--- config.mk ---
export PLATFORM = sky130hd
export DESIGN_NAME = png_chunk_ctrl_flat
export DESIGN_NICKNAME = d
export VERILOG_FILES = /design/src/rtl/png_pkg.sv /design/src/rtl/png_chunk_ctrl_if.sv /design/src/rtl/png_chunk_ctrl_crc32.sv /design/src/rtl/png_chunk_ctrl.sv /design/src/flat_wrapper.sv
export SDC_FILE = /design/constraint.sdc
export NUM_CORES = 1
export LEC_CHECK = 0
export ABC_AREA = 0
export BUFFER_PORTS_ARGS = -buffer_cell sky130_fd_sc_hd__buf_4
export CORE_ASPECT_RATIO = 0.6
export CORE_MARGIN = 1
export CORE_UTILIZATION = 41
export CTS_CLUSTER_DIAMETER = 60
export DETAILED_ROUTE_END_ITERATION = 7
export MAX_ROUTING_LAYER = met4
export PLACE_DENSITY_LB_ADDON = 0.1
export SYNTH_ARGS = -nofsm -noshare
export SYNTH_HDL_FRONTEND = slang
export SYNTH_SLANG_ARGS = --single-unit
--- constraint.sdc ---
create_clock -name clk -period 4.1 [get_ports clk]
set_clock_uncertainty 0.05 [all_clocks]
set_input_delay 0.41 -clock clk [delete_from_list [all_inputs] [get_ports clk]]
set_output_delay 0.41 -clock clk [all_outputs]
set_load 0.02 [all_outputs]
--- src/rtl/png_pkg.sv ---
// PNG chunk sequencer shared definitions: FSM states, chunk type codes, CRC-32 helpers.
// Contents: state_t enum, CHK_* type constants, crc32_byte() byte-step, byte_sel() MSB-first byte pick.
// Imported by the chunk controller, its crc32 engine, and the bench.
package png_pkg;

    typedef enum logic [2:0] {
        IDLE,
        LEN,
        TYPE,
        DATA,
        CRC_WAIT,
        CRC,
        DONE
    } state_t;

    localparam logic [31:0] CHK_IHDR = 32'h49484452;
    localparam logic [31:0] CHK_IDAT = 32'h49444154;
    localparam logic [31:0] CHK_IEND = 32'h49454E44;

    // Reflected IEEE 802.3 polynomial, as used by PNG/zlib.
    localparam logic [31:0] CRC32_POLY = 32'hEDB88320;
    localparam logic [31:0] CRC32_INIT = 32'hFFFFFFFF;

    // Advance a running (non-inverted) CRC-32 by one byte, LSB-first.
    function automatic logic [31:0] crc32_byte(input logic [31:0] crc, input logic [7:0] b);
        logic [31:0] c;
        c = crc ^ {24'd0, b};
        for (int i = 0; i < 8; i++) begin
            c = c[0] ? ((c >> 1) ^ CRC32_POLY) : (c >> 1);
        end
        return c;
    endfunction

    // Byte idx of a 32-bit word, idx 0 = bits [31:24] (big-endian wire order).
    function automatic logic [7:0] byte_sel(input logic [31:0] w, input logic [1:0] idx);
        logic [7:0] r;
        case (idx)
            2'd0:    r = w[31:24];
            2'd1:    r = w[23:16];
            2'd2:    r = w[15:8];
            default: r = w[7:0];
        endcase
        return r;
    endfunction

endpackage

--- src/rtl/png_chunk_ctrl_if.sv ---
// Chunk controller bus: start/len/type command, payload byte input, output byte stream, status.
// Ports: master = producer/writer side (drives command, payload, rdy_i); slave = controller.
// Payload and output streams are valid/ready; busy_o/done_o report chunk progress.
interface png_chunk_ctrl_if #(
    parameter int LEN_WD = 32
);
    logic              start_i;
    logic [LEN_WD-1:0] len_i;
    logic [31:0]       type_i;
    logic              dat_val_i;
    logic [7:0]        dat_i;
    logic              dat_rdy_o;
    logic              val_o;
    logic [7:0]        dat_o;
    logic              rdy_i;
    logic              busy_o;
    logic              done_o;

    modport master (
        output start_i, len_i, type_i, dat_val_i, dat_i, rdy_i,
        input  dat_rdy_o, val_o, dat_o, busy_o, done_o
    );

    modport slave (
        input  start_i, len_i, type_i, dat_val_i, dat_i, rdy_i,
        output dat_rdy_o, val_o, dat_o, busy_o, done_o
    );
endinterface

--- src/rtl/png_chunk_ctrl_crc32.sv ---
// Byte-serial PNG CRC-32 engine: start_i re-seeds, val_i folds dat_i, lst_i closes the checksum.
// Ports: clk, rst, start_i, val_i, dat_i, lst_i in; val_o (1-cycle pulse), dat_o (final CRC) out.
// Latency: result valid the cycle after the byte carrying lst_i; accepts one byte per cycle.
module png_chunk_ctrl_crc32
    import png_pkg::*;
#(
    parameter int CRC_WD = 32
) (
    input  logic              clk,
    input  logic              rst,
    input  logic              start_i,
    input  logic              val_i,
    input  logic [7:0]        dat_i,
    input  logic              lst_i,
    output logic              val_o,
    output logic [CRC_WD-1:0] dat_o
);

    logic [31:0] crc_q;
    logic [31:0] crc_nxt;

    assign crc_nxt = crc32_byte(crc_q, dat_i);

    always_ff @(posedge clk) begin
        if (rst) begin
            crc_q <= CRC32_INIT;
            val_o <= 1'b0;
            dat_o <= '0;
        end else begin
            val_o <= 1'b0;
            if (start_i) begin
                crc_q <= CRC32_INIT;
            end else if (val_i) begin
                crc_q <= crc_nxt;
                if (lst_i) begin
                    val_o <= 1'b1;
                    dat_o <= CRC_WD'(~crc_nxt);
                end
            end
        end
    end

endmodule

--- src/rtl/png_chunk_ctrl.sv ---
// Serialises one PNG chunk: LENGTH(4B BE), TYPE(4B), DATA(N B pass-through), CRC(4B BE).
// Ports: clk, rst (sync, active-high); bus (slave modport) carries command, payload and output stream.
// rdy_i low stalls every state with dat_o held; payload ready is rdy_i itself while in DATA.
module png_chunk_ctrl
    import png_pkg::*;
#(
    parameter int LEN_WD = 32,
    parameter int CRC_WD = 32
) (
    input  logic              clk,
    input  logic              rst,
    png_chunk_ctrl_if.slave   bus
);

    state_t              state_q, state_d;
    logic [1:0]          cnt_q, cnt_d;
    logic [LEN_WD-1:0]   dcnt_q, dcnt_d;
    logic [LEN_WD-1:0]   len_q;
    logic [31:0]         type_q;
    logic [CRC_WD-1:0]   crc_q;

    logic                crc_start;
    logic                crc_val;
    logic [7:0]          crc_dat;
    logic                crc_lst;
    logic                crc_res_val;
    logic [CRC_WD-1:0]   crc_res;

    png_chunk_ctrl_crc32 #(.CRC_WD(CRC_WD)) u_crc32 (
        .clk     (clk),
        .rst     (rst),
        .start_i (crc_start),
        .val_i   (crc_val),
        .dat_i   (crc_dat),
        .lst_i   (crc_lst),
        .val_o   (crc_res_val),
        .dat_o   (crc_res)
    );

    always_ff @(posedge clk) begin
        if (rst) begin
            state_q <= IDLE;
            cnt_q   <= '0;
            dcnt_q  <= '0;
            len_q   <= '0;
            type_q  <= '0;
            crc_q   <= '0;
        end else begin
            state_q <= state_d;
            cnt_q   <= cnt_d;
            dcnt_q  <= dcnt_d;
            if (state_q == IDLE && bus.start_i) begin
                len_q  <= bus.len_i;
                type_q <= bus.type_i;
            end
            if (state_q == CRC_WAIT && crc_res_val) begin
                crc_q <= crc_res;
            end
        end
    end

    always_comb begin
        state_d       = state_q;
        cnt_d         = cnt_q;
        dcnt_d        = dcnt_q;
        bus.val_o     = 1'b0;
        bus.dat_o     = 8'd0;
        bus.dat_rdy_o = 1'b0;
        bus.done_o    = 1'b0;
        bus.busy_o    = (state_q != IDLE);
        crc_start     = 1'b0;
        crc_val       = 1'b0;
        crc_dat       = 8'd0;
        crc_lst       = 1'b0;

        case (state_q)
            IDLE: begin
                if (bus.start_i) begin
                    crc_start = 1'b1;
                    cnt_d     = '0;
                    state_d   = LEN;
                end
            end
            LEN: begin
                bus.val_o = 1'b1;
                bus.dat_o = byte_sel(32'(len_q), cnt_q);
                if (bus.rdy_i) begin
                    cnt_d = cnt_q + 2'd1;
                    if (cnt_q == 2'd3) state_d = TYPE;
                end
            end
            TYPE: begin
                bus.val_o = 1'b1;
                bus.dat_o = byte_sel(type_q, cnt_q);
                if (bus.rdy_i) begin
                    crc_val = 1'b1;
                    crc_dat = bus.dat_o;
                    cnt_d   = cnt_q + 2'd1;
                    if (cnt_q == 2'd3) begin
                        // Empty chunk: the CRC closes on the last type byte.
                        crc_lst = (len_q == '0);
                        dcnt_d  = len_q;
                        state_d = (len_q == '0) ? CRC_WAIT : DATA;
                    end
                end
            end
            DATA: begin
                bus.val_o     = bus.dat_val_i;
                bus.dat_o     = bus.dat_i;
                bus.dat_rdy_o = bus.rdy_i;
                if (bus.dat_val_i && bus.rdy_i) begin
                    crc_val = 1'b1;
                    crc_dat = bus.dat_i;
                    dcnt_d  = dcnt_q - LEN_WD'(1);
                    if (dcnt_q == LEN_WD'(1)) begin
                        crc_lst = 1'b1;
                        state_d = CRC_WAIT;
                    end
                end
            end
            CRC_WAIT: begin
                if (crc_res_val) begin
                    cnt_d   = '0;
                    state_d = CRC;
                end
            end
            CRC: begin
                bus.val_o = 1'b1;
                bus.dat_o = byte_sel(32'(crc_q), cnt_q);
                if (bus.rdy_i) begin
                    cnt_d = cnt_q + 2'd1;
                    if (cnt_q == 2'd3) state_d = DONE;
                end
            end
            DONE: begin
                bus.done_o = 1'b1;
                state_d    = IDLE;
            end
            default: state_d = IDLE;
        endcase
    end

endmodule

--- src/flat_wrapper.sv ---
// flat-port wrapper written by rule: the top's interface ports become plain ports
module png_chunk_ctrl_flat import png_pkg::*;
#(
    parameter int LEN_WD = 32,
    parameter int CRC_WD = 32
)
  (clk, rst, bus_start_i, bus_len_i, bus_type_i, bus_dat_val_i, bus_dat_i, bus_rdy_i, bus_dat_rdy_o, bus_val_o, bus_dat_o, bus_busy_o, bus_done_o);
  png_chunk_ctrl_if #(.LEN_WD(LEN_WD)) bus_i ();
  input  logic clk;
  input  logic rst;
  input wire logic [$bits(bus_i.start_i)-1:0] bus_start_i;
  input wire logic [$bits(bus_i.len_i)-1:0] bus_len_i;
  input wire logic [$bits(bus_i.type_i)-1:0] bus_type_i;
  input wire logic [$bits(bus_i.dat_val_i)-1:0] bus_dat_val_i;
  input wire logic [$bits(bus_i.dat_i)-1:0] bus_dat_i;
  input wire logic [$bits(bus_i.rdy_i)-1:0] bus_rdy_i;
  output wire logic [$bits(bus_i.dat_rdy_o)-1:0] bus_dat_rdy_o;
  output wire logic [$bits(bus_i.val_o)-1:0] bus_val_o;
  output wire logic [$bits(bus_i.dat_o)-1:0] bus_dat_o;
  output wire logic [$bits(bus_i.busy_o)-1:0] bus_busy_o;
  output wire logic [$bits(bus_i.done_o)-1:0] bus_done_o;
  assign bus_i.start_i = bus_start_i;
  assign bus_i.len_i = bus_len_i;
  assign bus_i.type_i = bus_type_i;
  assign bus_i.dat_val_i = bus_dat_val_i;
  assign bus_i.dat_i = bus_dat_i;
  assign bus_i.rdy_i = bus_rdy_i;
  assign bus_dat_rdy_o = bus_i.dat_rdy_o;
  assign bus_val_o = bus_i.val_o;
  assign bus_dat_o = bus_i.dat_o;
  assign bus_busy_o = bus_i.busy_o;
  assign bus_done_o = bus_i.done_o;
  png_chunk_ctrl #(.LEN_WD(LEN_WD), .CRC_WD(CRC_WD)) u_core (.clk(clk), .rst(rst), .bus(bus_i));
endmodule
==> summary.txt <==
Status
  • Status: complete, but fails checks
  • Violated checks: design-rule violations

Finish
  • Nets: around 1.3k
  • Area of the multi-input gates: around 0.0054 mm2
  • Final instance area: between 0.01 and 0.015 mm2
  • Register area: 0.00396 mm2
  • Area grow syn2layout: 14.9%
  • Fill cells: roughly 2.3k
  • Finished Layout Cells: around 1.6k
  • Ant. Diodes: 0
  • Share of layout cells above drive strength 1: between 10% and 20%

Global route
  • Vias in the first global route: slightly below 8k
  • Initial antenna violation count: 0
  • Tot GR Track Use: between 20% and 30%
  • Total congestion overflow: 0
  • Global-route wire length before repair: 47.0 mm
  • Largest net degree at the start of global routing: 65

Logic synthesis
  • Synth area leaders: dfxtp_1 (40%), nand2_1 (9.5%), a21oi_1 (8.0%)
  • Yosys top cell by area: dfxtp_1
  • Yosys Warn Count: 0
  • Post-synth EDFFs: 0
  • Mapped Cells: approximately 1.2k
  • Synth Net Count: between 1k and 1.5k
  • Synth Area per Inst: just over 8 um2
  • Mapped cell area: about 0.0098 mm2
  • Main synth FF type: dfxtp_1
  • Count leader, synth: nand2_1
  • Top post-synthesis cells by count: nand2_1 (249), dfxtp_1 (198), a21oi_1 (157), nor2_1 (95), clkbuf_1 (67)
  • Seq/Total Area, Yosys: slightly above 40%
  • Library cells used by synthesis: 67
  • Synth top area share: 40.3%
  • #FFs+latches synth: roughly 200
  • Share of flip-flops with an asynchronous set or reset: 0%

Clock tree
  • Clk root buf: clkbuf_16
  • CTS Sinks: between 150 and 200
  • Num CTS Buffers: 17
  • CTS Buffer Depth: 2
  • Hold Buf Count CTS: 0
  • H-tree levels: 4
  • CTS tree: done
  • Post-CTS resize count: 0
  • Clk slew on worst S/H paths: 0.08 ns
  • Setup bufs post-CTS: 0
  • Worst-Skew Late Latency: between 0.4 and 0.5 ns

Place
  • Routability Congestion: a little over 0.9
  • PortBufs: 88
  • Dpl hpwl: about 22 mm
  • Post-Place Cells: ~1.5k
  • Post-DP Area: 0.0107 mm2
  • Pre-CTS setup slack: 0.807 ns

Die
  • # IOs: 89
  • Die height: about 120 um
  • Die footprint: around 0.025 mm2
  • Chip Width: 202 um
  • Std-Cell Rows: 43
  • Initial Util: roughly 42%
  • Core area: roughly 0.023 mm2

Detailed routing
  • Drt total wl: a little over 30 mm
  • Wire per inst: about 19 um
  • Number of remaining DRC errors: 4
  • Post-route ant nets: 0
  • Drt first pass iters: 8
  • Iter 0 DRT Violations: 1038
  • Via Count: a little under 9k
  • Drt via density: between 5 and 6

Pwr
  • IR drop worst, VDD: 0.000262 V
  • Lkg Pwr: a little over 0.004 uW
  • Pwr per Cell Area: ~360 mW/mm2
  • Total power: between 4000 and 5000 uW

Timing
  • Worst slew pin tran: 1.18 ns
  • Final Max Tran Viols: 0
  • Hold violation count in the final report: 0
  • Rel. slew slack: between 20% and 30%
  • Final WS setup: roughly 0.75 ns
  • Fmax: approximately 300 MHz
  • Final Cycle Share: between 80% and 90%
  • Setup_tns: 0 ns
  • RSZ-0062 raised after global routing: false
  • Setup violations, final: 0
  • Min cycle time layout: 3.35 ns

Setup path
  • CP Launch Type: register
  • Worst-path fanout max: 9
  • Critical Path RT: around 4.4 ns
  • CP peak stage delay: 0.70 ns
  • Critical-path top delay cell: a222oi_1
  • CP Cell Sequence: inv_1, ha_1, a222oi_1, a2111o_1, o211a_1, xor2_2, xor2_2, xor2_1, mux2i_1, nor2_1
  • FF-to-FF Start: u_core.cnt_q[0]
  • Most frequent CP cell: xor2_2
  • Crit path from: u_core.cnt_q[0]
  • CP arrival: between 3 and 4 ns
  • CP Capture Type: register
  • Setup CP Type: reg2reg

Job
  • MaxCap Viol Count: 0

Worst hold path
  • Worst Hold Launch: bus_len_i[23]
  • HP Class: in2reg
## routing by layer
metal,up-vias,share of wire [%],GRT usage (%)
met4,0,0.81,4.83
met2,368,37,31.6
li1,4263,-,-
met1,4058,53,41.2
met3,23,9.9,6.58
met5,-,0,-
## kinds of logic after synthesis
group                    Yosys count  synth area share, %
AND/OR/NAND/NOR                  449                 20.2
AO/OA/AOI/OAI                    327                 20.8
flip-flops                       198                 40.3
buffers and inverters            116                 4.74
XOR/XNOR                          81                 9.46
multiplexers                      26                 3.67
adder cells (fa/ha/maj)            6                0.764
## where the power goes
part	internal (uW)	switching (uW)
clock	894	810
combinational	132	191
sequential	1960	54.6
## worst max-delay path: cells and delay by family, from the launching register on
family	cells	cell delay, ns
XOR/XNOR	3	0.85
adder cells (fa/ha/maj)	1	0.32
buffers and inverters	1	0.09
AND/OR/NAND/NOR	1	0.09
flip-flops	1	0.38
AO/OA/AOI/OAI	3	1.38
multiplexers	1	0.13
## registers in the layout, indices dropped and copies added (netlist names)
name,cells
u_core.cnt_q,2
u_core.crc_q,32
u_core.dcnt_q,32
u_core.len_q,32
u_core.state_q,3
u_core.type_q,32
u_core.u_crc32.crc_q,32
u_core.u_crc32.dat_o,32
u_core.u_crc32.val_o,1
## area by class of cell
cell class	count	share of cell area, %
Multi-Input combinational cell	889	47.9
Sequential cell	198	35.1
Timing Repair Buffer	111	7.38
Clock buffer	19	4.01
Tap cell	315	3.49
Clock inverter	12	1.17
Inverter	28	0.931
## stage by stage
step | util [%] | hold WS [ns]
finish | 48.5 | 0.154
global route | 48.5 | 0.159
CTS | 48.5 | 0.139
detailed placement | 45.9 | 0.394
global placement | 45.9 | 0.389
floorplan | - | 0.377
## worst paths after layout
| kind | slack, ns | cells past startpoint | endpoint |
|---|---|---|---|
| max | 0.75 | 10 | u_core.u_crc32.dat_o[13] |
| min | 0.15 | 3 | u_core.len_q[23] |
| max reg2reg | 0.75 | 10 | u_core.u_crc32.dat_o[13] |
| min reg2reg | 0.41 | 2 | u_core.crc_q[11] |
## layout by cell type (no fill, tap or decap), types with 4 or more instances in the layout
cell and n:
nor3b_1 7, inv_1 27, a31oi_1 4, nor2b_1 12, buf_4 111, and3_1 11, inv_6 4, mux4_2 8
o21ai_0 39, xnor2_1 38, nand2b_1 6, clkbuf_16 17, nand3_1 9, o21ai_1 5, dfxtp_1 198, inv_8 4
a21oi_1 157, a211oi_1 24, nand4_1 4, o211ai_1 17, nor3_1 20, nor2_1 94, nand2_1 248, a22oi_1 7
o21ba_2 6, a21o_1 6, nor4_1 13, o22ai_1 17, mux2i_1 18, a222oi_1 23, xor2_1 23, xnor2_2 11
ha_1 6
No activity file was read; power rests on OpenSTA's default activity.
